[src/rtl/pong_referee_if.sv]
// Pong referee bus: frame/start controls, ball and paddle geometry in,
// bounce event, scores and match status out.
// master: position/size source (drives geometry, frame_tick, start)
// slave : referee (drives bounce, bounce_valid, scores, status)
interface pong_referee_if #(
    parameter int POS_W   = 10,
    parameter int SIZE_W  = 8,
    parameter int SCORE_W = 4
);
    logic               frame_tick;
    logic               start;
    logic [POS_W-1:0]   ball_pos_x;
    logic [POS_W-1:0]   ball_pos_y;
    logic [SIZE_W-1:0]  ball_size_x;
    logic [SIZE_W-1:0]  ball_size_y;
    logic [POS_W-1:0]   paddle_1_pos_x;
    logic [POS_W-1:0]   paddle_1_pos_y;
    logic [SIZE_W-1:0]  paddle_1_size_x;
    logic [SIZE_W-1:0]  paddle_1_size_y;
    logic [POS_W-1:0]   paddle_2_pos_x;
    logic [POS_W-1:0]   paddle_2_pos_y;
    logic [SIZE_W-1:0]  paddle_2_size_x;
    logic [SIZE_W-1:0]  paddle_2_size_y;
    logic [1:0]         bounce;
    logic               bounce_valid;
    logic [SCORE_W-1:0] score_player_1;
    logic [SCORE_W-1:0] score_player_2;
    logic               serve_active;
    logic               game_over;
    logic [1:0]         winner;

    modport master (
        output frame_tick, start,
        output ball_pos_x, ball_pos_y, ball_size_x, ball_size_y,
        output paddle_1_pos_x, paddle_1_pos_y,
        output paddle_1_size_x, paddle_1_size_y,
        output paddle_2_pos_x, paddle_2_pos_y,
        output paddle_2_size_x, paddle_2_size_y,
        input  bounce, bounce_valid,
        input  score_player_1, score_player_2,
        input  serve_active, game_over, winner
    );

    modport slave (
        input  frame_tick, start,
        input  ball_pos_x, ball_pos_y, ball_size_x, ball_size_y,
        input  paddle_1_pos_x, paddle_1_pos_y,
        input  paddle_1_size_x, paddle_1_size_y,
        input  paddle_2_pos_x, paddle_2_pos_y,
        input  paddle_2_size_x, paddle_2_size_y,
        output bounce, bounce_valid,
        output score_player_1, score_player_2,
        output serve_active, game_over, winner
    );
endinterface

[src/rtl/pong_referee.sv]
// Pong referee: per-frame collision check, debounced bounce events,
// scoring, timed serve and match FSM (IDLE/SERVE/PLAY/OVER).
// clock, reset (async active-high); bus: pong_referee_if.slave
//   in : frame_tick, start, ball/paddle positions and sizes
//   out: bounce, bounce_valid, scores, serve_active, game_over, winner
module pong_referee #(
    parameter int SCREEN_X     = 640,
    parameter int SCREEN_Y     = 480,
    parameter int MARGIN       = 5,
    parameter int POS_W        = 10,
    parameter int SIZE_W       = 8,
    parameter int SCORE_W      = 4,
    parameter int WIN_SCORE    = 9,
    parameter int SERVE_FRAMES = 60
) (
    input logic           clock,
    input logic           reset,
    pong_referee_if.slave bus
);
    typedef enum logic [1:0] {
        S_IDLE, S_SERVE, S_PLAY, S_OVER
    } state_t;

    localparam int EW    = POS_W + 1;
    localparam int CNT_W = $clog2(SERVE_FRAMES + 1);

    localparam logic [EW-1:0] C_MARGIN = EW'(MARGIN);
    localparam logic [EW-1:0] C_RGOAL  = EW'(SCREEN_X - MARGIN);
    localparam logic [EW-1:0] C_FLOOR  = EW'(SCREEN_Y - MARGIN);
    localparam logic [CNT_W-1:0] C_LAST = CNT_W'(SERVE_FRAMES - 1);
    localparam logic [SCORE_W-1:0] C_WIN = SCORE_W'(WIN_SCORE);

    // Inclusive far edge, one bit wider so pos+size never wraps.
    function automatic logic [EW-1:0] edge_far(
        input logic [POS_W-1:0]  p,
        input logic [SIZE_W-1:0] s
    );
        return {1'b0, p} + EW'(s);
    endfunction

    function automatic logic overlap(
        input logic [EW-1:0] a0, a1, b0, b1
    );
        return (a0 <= b1) && (b0 <= a1);
    endfunction

    state_t             r_state, w_state;
    logic [SCORE_W-1:0] r_score1, w_score1;
    logic [SCORE_W-1:0] r_score2, w_score2;
    logic [1:0]         r_bounce, w_bounce;
    logic               r_valid, w_valid;
    logic [1:0]         r_winner, w_winner;
    logic [CNT_W-1:0]   r_cnt, w_cnt;
    logic               r_wall_latch, w_wall_latch;
    logic               r_pad_latch, w_pad_latch;

    logic [EW-1:0] w_bx0, w_bx1, w_by0, w_by1;
    logic          w_rgoal, w_lgoal, w_wall, w_pad;
    logic [SCORE_W-1:0] w_s1_inc, w_s2_inc;

    assign w_bx0 = {1'b0, bus.ball_pos_x};
    assign w_by0 = {1'b0, bus.ball_pos_y};
    assign w_bx1 = edge_far(bus.ball_pos_x, bus.ball_size_x);
    assign w_by1 = edge_far(bus.ball_pos_y, bus.ball_size_y);

    assign w_rgoal = w_bx1 >= C_RGOAL;
    assign w_lgoal = w_bx0 <= C_MARGIN;
    assign w_wall  = (w_by1 >= C_FLOOR) || (w_by0 <= C_MARGIN);

    assign w_pad =
        (overlap(w_bx0, w_bx1, {1'b0, bus.paddle_1_pos_x},
                 edge_far(bus.paddle_1_pos_x, bus.paddle_1_size_x)) &&
         overlap(w_by0, w_by1, {1'b0, bus.paddle_1_pos_y},
                 edge_far(bus.paddle_1_pos_y, bus.paddle_1_size_y))) ||
        (overlap(w_bx0, w_bx1, {1'b0, bus.paddle_2_pos_x},
                 edge_far(bus.paddle_2_pos_x, bus.paddle_2_size_x)) &&
         overlap(w_by0, w_by1, {1'b0, bus.paddle_2_pos_y},
                 edge_far(bus.paddle_2_pos_y, bus.paddle_2_size_y)));

    assign w_s1_inc = r_score1 + 1'b1;
    assign w_s2_inc = r_score2 + 1'b1;

    always_ff @(posedge clock or posedge reset) begin
        if (reset) begin
            r_state      <= S_IDLE;
            r_score1     <= '0;
            r_score2     <= '0;
            r_bounce     <= 2'b00;
            r_valid      <= 1'b0;
            r_winner     <= 2'b00;
            r_cnt        <= '0;
            r_wall_latch <= 1'b0;
            r_pad_latch  <= 1'b0;
        end else begin
            r_state      <= w_state;
            r_score1     <= w_score1;
            r_score2     <= w_score2;
            r_bounce     <= w_bounce;
            r_valid      <= w_valid;
            r_winner     <= w_winner;
            r_cnt        <= w_cnt;
            r_wall_latch <= w_wall_latch;
            r_pad_latch  <= w_pad_latch;
        end
    end

    always_comb begin
        w_state      = r_state;
        w_score1     = r_score1;
        w_score2     = r_score2;
        w_bounce     = r_bounce;
        w_valid      = 1'b0;
        w_winner     = r_winner;
        w_cnt        = r_cnt;
        w_wall_latch = r_wall_latch;
        w_pad_latch  = r_pad_latch;
        case (r_state)
            S_IDLE, S_OVER: begin
                // start also masks any coincident frame_tick
                if (bus.start) begin
                    w_state      = S_SERVE;
                    w_score1     = '0;
                    w_score2     = '0;
                    w_winner     = 2'b00;
                    w_cnt        = '0;
                    w_wall_latch = 1'b0;
                    w_pad_latch  = 1'b0;
                end
            end
            S_SERVE: begin
                if (bus.frame_tick) begin
                    if (r_cnt == C_LAST) begin
                        w_state = S_PLAY;
                        w_cnt   = '0;
                    end else begin
                        w_cnt = r_cnt + 1'b1;
                    end
                end
            end
            S_PLAY: begin
                if (bus.frame_tick) begin
                    if (w_rgoal || w_lgoal) begin
                        w_bounce     = 2'b11;
                        w_valid      = 1'b1;
                        w_wall_latch = 1'b0;
                        w_pad_latch  = 1'b0;
                        w_cnt        = '0;
                        w_state      = S_SERVE;
                        if (w_rgoal) begin
                            w_score1 = w_s1_inc;
                            if (w_s1_inc == C_WIN) begin
                                w_state  = S_OVER;
                                w_winner = 2'b01;
                            end
                        end else begin
                            w_score2 = w_s2_inc;
                            if (w_s2_inc == C_WIN) begin
                                w_state  = S_OVER;
                                w_winner = 2'b10;
                            end
                        end
                    end else begin
                        // Latches release on the first frame without
                        // that kind of contact.
                        w_wall_latch = w_wall;
                        w_pad_latch  = w_pad;
                        if (w_wall) begin
                            w_pad_latch = r_pad_latch && w_pad;
                            if (!r_wall_latch) begin
                                w_bounce = 2'b10;
                                w_valid  = 1'b1;
                            end
                        end else if (w_pad && !r_pad_latch) begin
                            w_bounce = 2'b01;
                            w_valid  = 1'b1;
                        end
                    end
                end
            end
            default: w_state = S_IDLE;
        endcase
    end

    assign bus.bounce         = r_bounce;
    assign bus.bounce_valid   = r_valid;
    assign bus.score_player_1 = r_score1;
    assign bus.score_player_2 = r_score2;
    assign bus.winner         = r_winner;
    assign bus.serve_active   = (r_state == S_SERVE);
    assign bus.game_over      = (r_state == S_OVER);
endmodule
[src/flat_wrapper.sv]
// flat-port wrapper written by rule: the top's interface ports become plain ports
module pong_referee_flat 
#(
    parameter int SCREEN_X     = 640,
    parameter int SCREEN_Y     = 480,
    parameter int MARGIN       = 5,
    parameter int POS_W        = 10,
    parameter int SIZE_W       = 8,
    parameter int SCORE_W      = 4,
    parameter int WIN_SCORE    = 9,
    parameter int SERVE_FRAMES = 60
)
  (clock, reset, bus_frame_tick, bus_start, bus_ball_pos_x, bus_ball_pos_y, bus_ball_size_x, bus_ball_size_y, bus_paddle_1_pos_x, bus_paddle_1_pos_y, bus_paddle_1_size_x, bus_paddle_1_size_y, bus_paddle_2_pos_x, bus_paddle_2_pos_y, bus_paddle_2_size_x, bus_paddle_2_size_y, bus_bounce, bus_bounce_valid, bus_score_player_1, bus_score_player_2, bus_serve_active, bus_game_over, bus_winner);
  pong_referee_if #(.POS_W(POS_W), .SIZE_W(SIZE_W), .SCORE_W(SCORE_W)) bus_i ();
  input logic clock;
  input logic reset;
  input wire logic [$bits(bus_i.frame_tick)-1:0] bus_frame_tick;
  input wire logic [$bits(bus_i.start)-1:0] bus_start;
  input wire logic [$bits(bus_i.ball_pos_x)-1:0] bus_ball_pos_x;
  input wire logic [$bits(bus_i.ball_pos_y)-1:0] bus_ball_pos_y;
  input wire logic [$bits(bus_i.ball_size_x)-1:0] bus_ball_size_x;
  input wire logic [$bits(bus_i.ball_size_y)-1:0] bus_ball_size_y;
  input wire logic [$bits(bus_i.paddle_1_pos_x)-1:0] bus_paddle_1_pos_x;
  input wire logic [$bits(bus_i.paddle_1_pos_y)-1:0] bus_paddle_1_pos_y;
  input wire logic [$bits(bus_i.paddle_1_size_x)-1:0] bus_paddle_1_size_x;
  input wire logic [$bits(bus_i.paddle_1_size_y)-1:0] bus_paddle_1_size_y;
  input wire logic [$bits(bus_i.paddle_2_pos_x)-1:0] bus_paddle_2_pos_x;
  input wire logic [$bits(bus_i.paddle_2_pos_y)-1:0] bus_paddle_2_pos_y;
  input wire logic [$bits(bus_i.paddle_2_size_x)-1:0] bus_paddle_2_size_x;
  input wire logic [$bits(bus_i.paddle_2_size_y)-1:0] bus_paddle_2_size_y;
  output wire logic [$bits(bus_i.bounce)-1:0] bus_bounce;
  output wire logic [$bits(bus_i.bounce_valid)-1:0] bus_bounce_valid;
  output wire logic [$bits(bus_i.score_player_1)-1:0] bus_score_player_1;
  output wire logic [$bits(bus_i.score_player_2)-1:0] bus_score_player_2;
  output wire logic [$bits(bus_i.serve_active)-1:0] bus_serve_active;
  output wire logic [$bits(bus_i.game_over)-1:0] bus_game_over;
  output wire logic [$bits(bus_i.winner)-1:0] bus_winner;
  assign bus_i.frame_tick = bus_frame_tick;
  assign bus_i.start = bus_start;
  assign bus_i.ball_pos_x = bus_ball_pos_x;
  assign bus_i.ball_pos_y = bus_ball_pos_y;
  assign bus_i.ball_size_x = bus_ball_size_x;
  assign bus_i.ball_size_y = bus_ball_size_y;
  assign bus_i.paddle_1_pos_x = bus_paddle_1_pos_x;
  assign bus_i.paddle_1_pos_y = bus_paddle_1_pos_y;
  assign bus_i.paddle_1_size_x = bus_paddle_1_size_x;
  assign bus_i.paddle_1_size_y = bus_paddle_1_size_y;
  assign bus_i.paddle_2_pos_x = bus_paddle_2_pos_x;
  assign bus_i.paddle_2_pos_y = bus_paddle_2_pos_y;
  assign bus_i.paddle_2_size_x = bus_paddle_2_size_x;
  assign bus_i.paddle_2_size_y = bus_paddle_2_size_y;
  assign bus_bounce = bus_i.bounce;
  assign bus_bounce_valid = bus_i.bounce_valid;
  assign bus_score_player_1 = bus_i.score_player_1;
  assign bus_score_player_2 = bus_i.score_player_2;
  assign bus_serve_active = bus_i.serve_active;
  assign bus_game_over = bus_i.game_over;
  assign bus_winner = bus_i.winner;
  pong_referee #(.SCREEN_X(SCREEN_X), .SCREEN_Y(SCREEN_Y), .MARGIN(MARGIN), .POS_W(POS_W), .SIZE_W(SIZE_W), .SCORE_W(SCORE_W), .WIN_SCORE(WIN_SCORE), .SERVE_FRAMES(SERVE_FRAMES)) u_core (.clock(clock), .reset(reset), .bus(bus_i));
endmodule
[config.mk]
export PLATFORM = sky130hd
export DESIGN_NAME = pong_referee_flat
export DESIGN_NICKNAME = d
export VERILOG_FILES = /design/src/rtl/pong_referee_if.sv /design/src/rtl/pong_referee.sv /design/src/flat_wrapper.sv
export SDC_FILE = /design/constraint.sdc
export NUM_CORES = 1
export LEC_CHECK = 0
export CAP_MARGIN = 20
export CORE_ASPECT_RATIO = 1.75
export CORE_MARGIN = 5
export CORE_UTILIZATION = 28
export CTS_BUF_LIST = sky130_fd_sc_hd__clkbuf_4 sky130_fd_sc_hd__clkbuf_8
export DETAILED_ROUTE_END_ITERATION = 6
export DONT_BUFFER_PORTS = 1
export PLACE_DENSITY = 0.47
export RECOVER_POWER = 25
export SLEW_MARGIN = 20
export SYNTH_ARGS = -nofsm -noshare
export SYNTH_HDL_FRONTEND = slang
export SYNTH_SLANG_ARGS = --single-unit
export TNS_END_PERCENT = 5
[constraint.sdc]
create_clock -name clock -period 2.8 [get_ports clock]
set_input_delay 0.42 -clock clock [delete_from_list [all_inputs] [get_ports clock]]
set_output_delay 0.42 -clock clock [all_outputs]
set_load 0.01 [all_outputs]
## After elaboration in Yosys (flattened, before gate mapping)

Cells that the tools add are included.

- $lt $le $gt $ge: 12
- $add $sub $neg: 9
- Multiplexer cells: 49
- Eq/ne operators: 16
- Reduce and logical (&&, ||, !) cells: 23

Operators by type and width:

| operator | number |
|---|---|
| $le 10x11->1 | 8 |
| $add 10x8->11 | 6 |
| $mux 2 | 18 |
| $mux 6 | 5 |
| $mux 4 | 7 |
| $le 10x3->1 const B | 2 |
| $pmux 6 s3 | 1 |
| $pmux 4 s2 | 2 |
| $reduce_and 5->1 | 3 |
| $mux 1 | 12 |
| $ge 11x10->1 const B | 1 |
| $ge 11x9->1 const B | 1 |
| $add 4x1->4 const B | 2 |
| $eq 4x4->1 const B | 2 |
| $logic_and 1x1->1 | 8 |
| $ne 2x2->1 const B | 4 |
| $reduce_and 4->1 | 2 |
| $add 6x1->6 const B | 1 |
| $eq 6x6->1 const B | 1 |
| $ne 2x1->1 const B | 3 |
| $ne 3x3->1 const B | 2 |
| $pmux 2 s3 | 1 |
| $reduce_and 6->1 | 1 |
| $eq 2x2->1 const B | 2 |
| 11 further kinds | 14 |

- Output and inout bits: 15
- Bits in registers: 23
- Bits of input ports: 112
- Word-level logic and storage cells: 118

## Depth between registers and ports, before layout

Gate-level depths: netlist of the first run.

- Word-level depth: 11
- Depth in mapped cells: 19
- Depth with buffers taken out: 19

## Least setup slack after synthesis of the first run

Ideal clock, no wire load.

- Kind: input to register
- From: input port bus_ball_size_y[0]
- To: register u_core.r_bounce[1] (netlist: u_core.bus.bounce[1])
- Setup time: 0.126 ns
- Setup slack: -0.965 ns
- Data arrival time: 3.639 ns
- Path buffers: 0
- Data required time: 2.674 ns
- Stages on the path: 18
- Path through: ha_1 -> inv_1 -> fa_1 -> nor2b_1 -> o2111ai_1 -> a31oi_1 -> a31oi_1 -> inv_1 -> ha_1 -> o21ai_1 -> nand2b_1 -> o211ai_1 -> mux2i_1 -> or3_1 -> maj3_2 -> a211oi_2 -> a32oi_1 -> o32a_1

- Word-level cells in the longest chain between the ends: 8
- Elaborated cells between the ends (all ways): 16
- Classes of those cells: 1 x add/sub; 3 x order compare; 1 x eq/ne; 2 x mux; 9 x reduce/logical

Ends and longest elaborated chain:

| item | line | text |
|---|---|---|
| from (decl) | flat_wrapper.sv:22 | `input wire logic [$bits(bus_i.ball_size_y)-1:0] bus_ball_size_y;` |
| $add 10x8->11 (*) | pong_referee.sv:38 | `return {1'b0, p} + EW'(s);` |
| $le 10x11->1 | pong_referee.sv:44 | `return (a0 <= b1) && (b0 <= a1);` |
| $logic_and 1x1->1 | pong_referee.sv:44 |  |
| $logic_and 1x1->1 (on tied branches) | pong_referee.sv:72, pong_referee.sv:76 |  |
| $logic_or 1x1->1 | pong_referee.sv:74 | `edge_far(bus.paddle_1_pos_y, bus.paddle_1_size_y))) \|\|` |
| $logic_and 1x1->1 | pong_referee.sv:173 | `end else if (w_pad && !r_pad_latch) begin` |
| $reduce_bool 3->1 (no line) | -- |  |
| $reduce_and 4->1 (no line) | -- |  |
| to (signal assigned) | pong_referee.sv:98 | `r_bounce <= w_bounce;` |
| to (decl) | pong_referee.sv:50 | `logic [1:0] r_bounce, w_bounce;` |

Every way passes the cells marked *; elsewhere a longest branch is shown, timed or not.
A chain may end at the register's enable or synchronous reset.

## Final worst setup path of the first run

Same ends and word-level chain as after synthesis.

==> run_results.csv, run 1 <==
group,metric,value,unit
run_status,outcome,"complete, but fails checks",
run_status,violations,"setup timing",
placement,dp.cells,1155,
floorplan,die-area,24100,µm²
synthesis,yosys.area.top_type,"ha_1",
finish,fin_util,37.7,%
placement,port_buffers,0,
detailed_routing,vias,6098,
critical_path,crit_type,"primary input to flop",
synthesis,ys_types,82,
synthesis,yosysMostFrequentCell,"ha_1",
detailed_routing,route.detailed.wl_per_inst,17.1,µm
timing,slew_violations,0,
floorplan,core_area,20800,µm²
timing,fmax,279,MHz
finish,area_growth,33.2,%
timing,worst_slew_pin_slew,882,ps
clocking,cts_root_buf,"clkbuf_8",
detailed_routing,viasPerCell,5.24,
synthesis,synth_edf_count,0,
finish,drive_gt1_share,28.0,%
timing,min_period_over_period,128,%
floorplan,start_util,28.3,%
timing,period_needed,3590,ps
floorplan,die_h,202,µm
placement,dpl_cell_area,7470,µm²
critical_path,worstPathMaxFanout,4,
finish,fin_area,7820,µm²
finish,nNetsFinal,1155,
grt,grt_pass1_wl,32000,µm
synthesis,yosys_register_bits,23,
synthesis,yosysTopAreaCellShare,26.6,%
grt,grt_max_degree,24,
clocking,clkSinkCount,23,
detailed_routing,drt-pass1-iter-count,4,
detailed_routing,ant_nets,0,
detailed_routing,totalWireLength,19900,µm
power_and_ir_drop,p_leak,3.66,nW
timing,rsz0062_at_grt,"yes",
synthesis,syn_nets,985,
critical_path,crit_path_max_incr_delay,390,ps
flow_run,drv_cap,0,
critical_path,crit_path_end_kind,"flop",
grt,grt_pass1_vias,6492,
clocking,cts_buffers,3,
placement,dp.final_hpwl,17500,µm
power_and_ir_drop,power_density,398,nW/µm²
floorplan,io_pins,127,
clocking,worstSkewPairLatency,270,ps
synthesis,synth_top_flop_cell,"dfrtp_1",
synthesis,synthArstFlopShare,100,%
critical_path,path_cells,"ha_4 > inv_2 > fa_2 > nor2b_4 > o2111ai_4 > a31oi_4 > a31oi_2 > inv_2 > ha_4 > o21ai_1 > nand2b_1 > o211ai_1 > mux2i_1 > or3_1 > maj3_2 > a211oi_2 > a32oi_2 > o32a_1",
synthesis,netlist_area,5870,µm²
synthesis,synthCells,742,
timing,slew_headroom,40.8,%
critical_path,crit_slowest_cell,"fa_2",
power_and_ir_drop,ir_drop,0.163,mV
timing,finalWorstSetupSlack,-785,ps
detailed_routing,route.detailed.drc,0,
finish,fin_cells,1163,
critical_path,worstPathArrival,3750,ps
synthesis,yosysWarnings,0,
placement,place_congestion,0.842,
synthesis,seq_area_frac_synth,9.80,%
detailed_routing,drtIter0Drc,242,
synthesis,synth_top_cells_by_area,"ha_1, dfrtp_1, inv_1",
grt,antenna_found_initial,0,
clocking,h-tree-depth,1,
synthesis,ys_top_cells_by_count,"ha_1, inv_1, nor2_1",
critical_path,crit_path_start_kind,"primary input",
synthesis,syn_area_per_cell,7.92,µm²
timing,clock_skew,4.85,ps
clocking,clk_pin_slew,90,ps
timing,hold_ws,99.7,ps
timing,hold_viol,0,
clocking,hold_buffers,0,
grt,overflow,0,
critical_path,crit_family,"compound AO/OA/AOI/OAI gates",
clocking,cts_tree,"done",
clocking,clock_path_buffers,2,
min_path,holdCritPathClass,"primary input to async pin",
finish,n_antenna_cell,0,
critical_path,critPathBufInv,2,
timing,setup_viol,6,
floorplan,die_x,119,µm
floorplan,row_count,70,
grt,grt_usage,16.2,%
critical_path,crit_required,2970,ps
-- worst paths after layout --
| check | slack [ps] | cells past startpoint | startpoint | to |
|---|---|---|---|---|
| worst max-delay path | -790 | 18 | bus_ball_size_y[0] | u_core.bus.bounce[1]$_DFFE_PP0P_ |
| worst min-delay path | 100 | 1 | reset | u_core.r_cnt[2]$_DFFE_PP0P_ |
| worst max register to register | 670 | 8 | u_core.r_state[0]$_DFFE_PP0P_ | u_core.bus.score_player_1[3]$_DFFE_PP0P_ |
| worst min register to register | 540 | 1 | u_core.r_cnt[3]$_DFFE_PP0P_ | u_core.r_cnt[3]$_DFFE_PP0P_ |
| max in group asynchronous | 2290 | 1 | reset | u_core.bus.score_player_1[2]$_DFFE_PP0P_ |
| min in group clock | 360 | 2 | bus_frame_tick | u_core.bus.bounce_valid$_DFF_PP0_ |
-- cells in the final DEF, fill, tap and decap left out, drive strengths merged, types with 6 or more instances in the layout --
| master | Yosys | final |
|---|---|---|
| nand4 | 17 | 17 |
| nor2b | 20 | 20 |
| o21a | 8 | 8 |
| fa | 6 | 6 |
| xnor2 | 24 | 24 |
| a21oi | 48 | 48 |
| buf | 2 | 175 |
| nand2 | 41 | 41 |
| or3 | 10 | 10 |
| a21o | 19 | 19 |
| nor2 | 59 | 59 |
| o211ai | 15 | 15 |
| a31oi | 9 | 9 |
| o21bai | 11 | 11 |
| o31ai | 6 | 6 |
| nand3 | 21 | 21 |
| dfrtp | 23 | 23 |
| nor3 | 13 | 13 |
| inv | 68 | 67 |
| ha | 125 | 125 |
| o21ai | 39 | 39 |
| a211oi | 8 | 8 |
| xor2 | 21 | 21 |
| nand2b | 17 | 17 |
-- layout make-up --
cell class	count	area (µm²)
Fill cell	2180	12900
Multi-Input combinational cell	641	5310
Timing Repair Buffer	175	1330
Sequential cell	23	576
Tap cell	252	315
Inverter	68	255
Clock buffer	3	41.3
Clock inverter	1	5.00
-- cells by family (layout without fill, tap and decap cells) --
kind of cell | after synthesis | in the layout | share of synthesized area, %
fa+ha+maj | 133 | 133 | 29.0
buf+inv | 78 | 247 | 5.05
compound gates | 227 | 227 | 28.1
simple gates | 229 | 229 | 20.1
flops | 23 | 23 | 9.80
xor+xnor | 45 | 45 | 6.71
mux | 7 | 7 | 1.26
-- through the flow --
step	total power [mW]	setup TNS, ps	worst slack [ps]
global placement	2.78	-13940	-1210
floorplan	1.92	-3860	-885
global route	3.44	-4710	-955
detailed placement	2.78	-13690	-1210
CTS	3.09	-2880	-745
finish	3.11	-2900	-785
-- sequential cells by signal, indices dropped and copies added, names as in the netlist --
signal and flops:
u_core.bus.bounce 2, u_core.bus.bounce_valid 1, u_core.bus.score_player_1 4, u_core.bus.score_player_2 4, u_core.bus.winner 2, u_core.r_cnt 6
u_core.r_pad_latch 1, u_core.r_state 2, u_core.r_wall_latch 1
-- routing by layer --
metal | share of wire (%) | global-route usage (%) | wire, µm | vias up
li1 | - | - | - | 3121
met1 | 34 | 15.0 | 6750 | 2824
met2 | 59 | 34.9 | 11700 | 135
met3 | 5.2 | 2.95 | 1030 | 18
met4 | 2.1 | 3.81 | 423 | 0
met5 | 0 | 0 | 0 | -
-- worst register-to-register path, stage by stage (launching register included) --
cell and delay [ps]:
dfrtp_1 410, inv_1 80, ha_1 330, nor2b_1 160
nor3_1 180, buf_4 210, nand2_1 120, or4_1 480
nand3_1 100
-- power breakdown --
part | switching [mW] | internal [mW] | leakage [nW] | total, mW
clock | 0.118 | 0.0998 | 0.0255 | 0.218
sequential | 0.0813 | 0.396 | 0.309 | 0.478
combinational | 1.22 | 1.20 | 3.32 | 2.42
total | 1.42 | 1.70 | 3.66 | 3.11
-- what timing repair did --
action	CTS	global route
buffers inserted	1	3
gates resized for setup	36	36
pin swaps	15	21
setup endpoints to repair	23	23
cloned	0	0
No activity file was read; power rests on OpenSTA's default activity.
==> inputs of run 2 (changes only) <==
CTS_CLUSTER_DIAMETER = 40   (was unset)
==> results of run 2 <==
The final DEF is identical to that of run 1; final timing and power are the same.
==> inputs of run 3 (changes only) <==
CORE_UTILIZATION = 35   (was 28)
PLACE_DENSITY = unset   (was 0.47)
clock period = 3.15 ns   (was 2.8 ns; I/O delays follow)
==> run 3 against run 2 <==
Effect of this change: the run still ends with setup timing left; final cell count decreased by 3.2%; design area decreased by 2.4%; first-iteration DRC count increased by 3.7%; sequential share of layout area increased by 0.18 points; global-route usage increased by 2.6 points; non-clock buffer count decreased by 9; die area decreased by 19%; worst setup slack improved by 250 ps; clock-buffer cell count unchanged; critical endpoint unchanged; largest cell class unchanged.
==> run_results.csv, run 3 (synthesis results as in run 1) <==
group,metric,value,unit
run_status,outcome,"complete, but fails checks",
run_status,violations,"setup timing",
finish,area_growth,29.9,%
critical_path,crit_required,3300,ps
timing,setup_viol,4,
placement,dp.final_hpwl,16500,µm
critical_path,crit_slowest_cell,"fa_2",
clocking,clk_pin_slew,90,ps
timing,period_needed,3690,ps
power_and_ir_drop,power_density,353,nW/µm²
clocking,cts_root_buf,"clkbuf_8",
floorplan,die-area,19600,µm²
detailed_routing,route.detailed.wl_per_inst,16.9,µm
placement,pre_cts_slack,-948,ps
detailed_routing,totalWireLength,19000,µm
floorplan,core_area,16400,µm²
placement,dp.cells,1111,
timing,fin_tns_setup,-1660,ps
power_and_ir_drop,p_sw_share,45.6,%
finish,drive_gt1_share,25.7,%
grt,grt_pass1_wl,30100,µm
detailed_routing,ant_nets,0,
finish,fin_area,7630,µm²
clocking,clock_path_buffers,2,
power_and_ir_drop,clkPwrFrac,7.2,%
critical_path,reg2regPathDepth,9,
finish,largest_reg_flops,6,
power_and_ir_drop,p_seq_share,15.8,%
timing,fmax,271,MHz
floorplan,row_count,62,
floorplan,die_x,108,µm
power_and_ir_drop,power.internal,1.47,mW
clocking,worstSkewPairLatency,270,ps
finish,fillers,1677,
timing,min_period_over_period,117,%
critical_path,worstPathArrival,3840,ps
detailed_routing,route.detailed.drc,0,
finish,nNetsFinal,1146,
timing,slew_headroom,38.4,%
finish,top_register,"u_core.r_cnt",
critical_path,crit_path_end_kind,"flop",
min_path,holdCritPathClass,"primary input to async pin",
grt,grt_pass1_vias,6340,
detailed_routing,viasPerCell,5.45,
timing,clock_skew,7.04,ps
grt,overflow,0,
finish,multi_input_area,5230,µm²
floorplan,start_util,35.7,%
grt,grt_usage,18.8,%
timing,hold_ws,288,ps
finish,final_cell_mix,"buf_4, ha_1, inv_1",
clocking,clkSinkCount,23,
timing,finalWorstSetupSlack,-539,ps
grt,antenna_found_initial,0,
power_and_ir_drop,p_comb_share,77.0,%
clocking,h-tree-depth,1,
finish,regArea,576,µm²
critical_path,worstPathMaxFanout,4,
power_and_ir_drop,switchingPower,1.23,mW
critical_path,crit_type,"primary input to flop",
finish,n_antenna_cell,0,
grt,grt_max_degree,24,
clocking,cts_tree,"done",
critical_path,rr_startpoint,"u_core.r_state[0]$_DFFE_PP0P_",
timing,hold_viol,0,
critical_path,crit_start,"bus_ball_size_y[0]",
timing,slew_violations,0,
critical_path,path_cells,"ha_2 > inv_1 > fa_2 > nor2b_4 > o2111ai_4 > a31oi_4 > a31oi_2 > inv_1 > ha_4 > o21ai_2 > nand2b_1 > o211ai_1 > mux2i_1 > or3_1 > maj3_2 > a211oi_2 > a32oi_1 > o32a_1",
floorplan,io_pins,127,
critical_path,crit_path_start_kind,"primary input",
clocking,cts_buffers,3,
detailed_routing,drtIter0Drc,251,
timing,worst_slew_pin_slew,924,ps
flow_run,drv_cap,0,
power_and_ir_drop,p_leak,3.61,nW
finish,final_common_cell,"buf_4",
floorplan,die_h,181,µm
placement,place_congestion,0.848,
placement,dpl_cell_area,7310,µm²
power_and_ir_drop,ir_drop,0.223,mV
detailed_routing,vias,6136,
finish,fin_cells,1126,
detailed_routing,drt-pass1-iter-count,4,
timing,rsz0062_at_grt,"yes",
critical_path,path_common_cell,"inv_1",
placement,port_buffers,0,
critical_path,crit_path_max_incr_delay,370,ps
-- run 3: cell count changes in the layout (fill, tap and decap cells not counted), sizes merged --
cell	before	now
buf	175	166
clkinv	2	1
inv	67	68
-- run 3: path summary, 6_finish.rpt --
kind                                                       endpoint  slack, ps
max                                u_core.bus.bounce[1]$_DFFE_PP0P_       -540
min                                     u_core.r_cnt[1]$_DFFE_PP0P_        290
max reg2reg                u_core.bus.score_player_1[3]$_DFFE_PP0P_        850
max in group asynchronous  u_core.bus.score_player_2[3]$_DFFE_PP0P_       2300
min reg2reg                             u_core.r_cnt[3]$_DFFE_PP0P_        550
min in group clock                u_core.bus.bounce_valid$_DFF_PP0_        430
-- run 3: power groups by stage --
stage | clock network (mW) | logic, mW | registers, mW
floorplan | 0 | 1.30 | 0.408
global placement | 0 | 1.95 | 0.432
detailed placement | 0 | 1.98 | 0.431
CTS | 0.195 | 2.03 | 0.427
global route | 0.209 | 2.33 | 0.434
finish | 0.193 | 2.08 | 0.426
-- run 3: per-stage QoR --
step,power (mW),util (%)
after floorplan,1.71,-
after global placement,2.38,44.5
after detailed placement,2.41,44.5
after CTS,2.65,45.5
after global routing,2.98,46.4
final,2.70,46.4
-- run 3: what timing repair did --
item                                    in CTS  in global routing
endpoints found under the setup margin       4                 16
resized for setup                           12                 35
buffers inserted                             9                  2
hold buffers                                 0                  0
pin swaps                                    6                 23
-- run 3: cell type report --
class	count	area share, %
well taps	224	3.67
inverters	68	3.34
clock buffers	3	0.541
multi-input cells	641	68.5
clock inverters	1	0.0656
flip-flops and latches	23	7.54
repair buffers	166	16.3
-- run 3: routing by layer --
metal	global-route usage [%]	share of wire, %
met5	0	0
met4	8.09	4.7
met3	3.30	5.9
met2	38.6	55
met1	17.3	34
-- run 3: critical path, delay by kind of cell --
| family | cells | cell delay [ps] |
|---|---|---|
| AO/OA/AOI/OAI | 8 | 1400 |
| adder cells (fa/ha/maj) | 4 | 1070 |
| buffers and inverters | 2 | 180 |
| multiplexers | 1 | 90 |
| AND/OR/NAND/NOR | 3 | 630 |
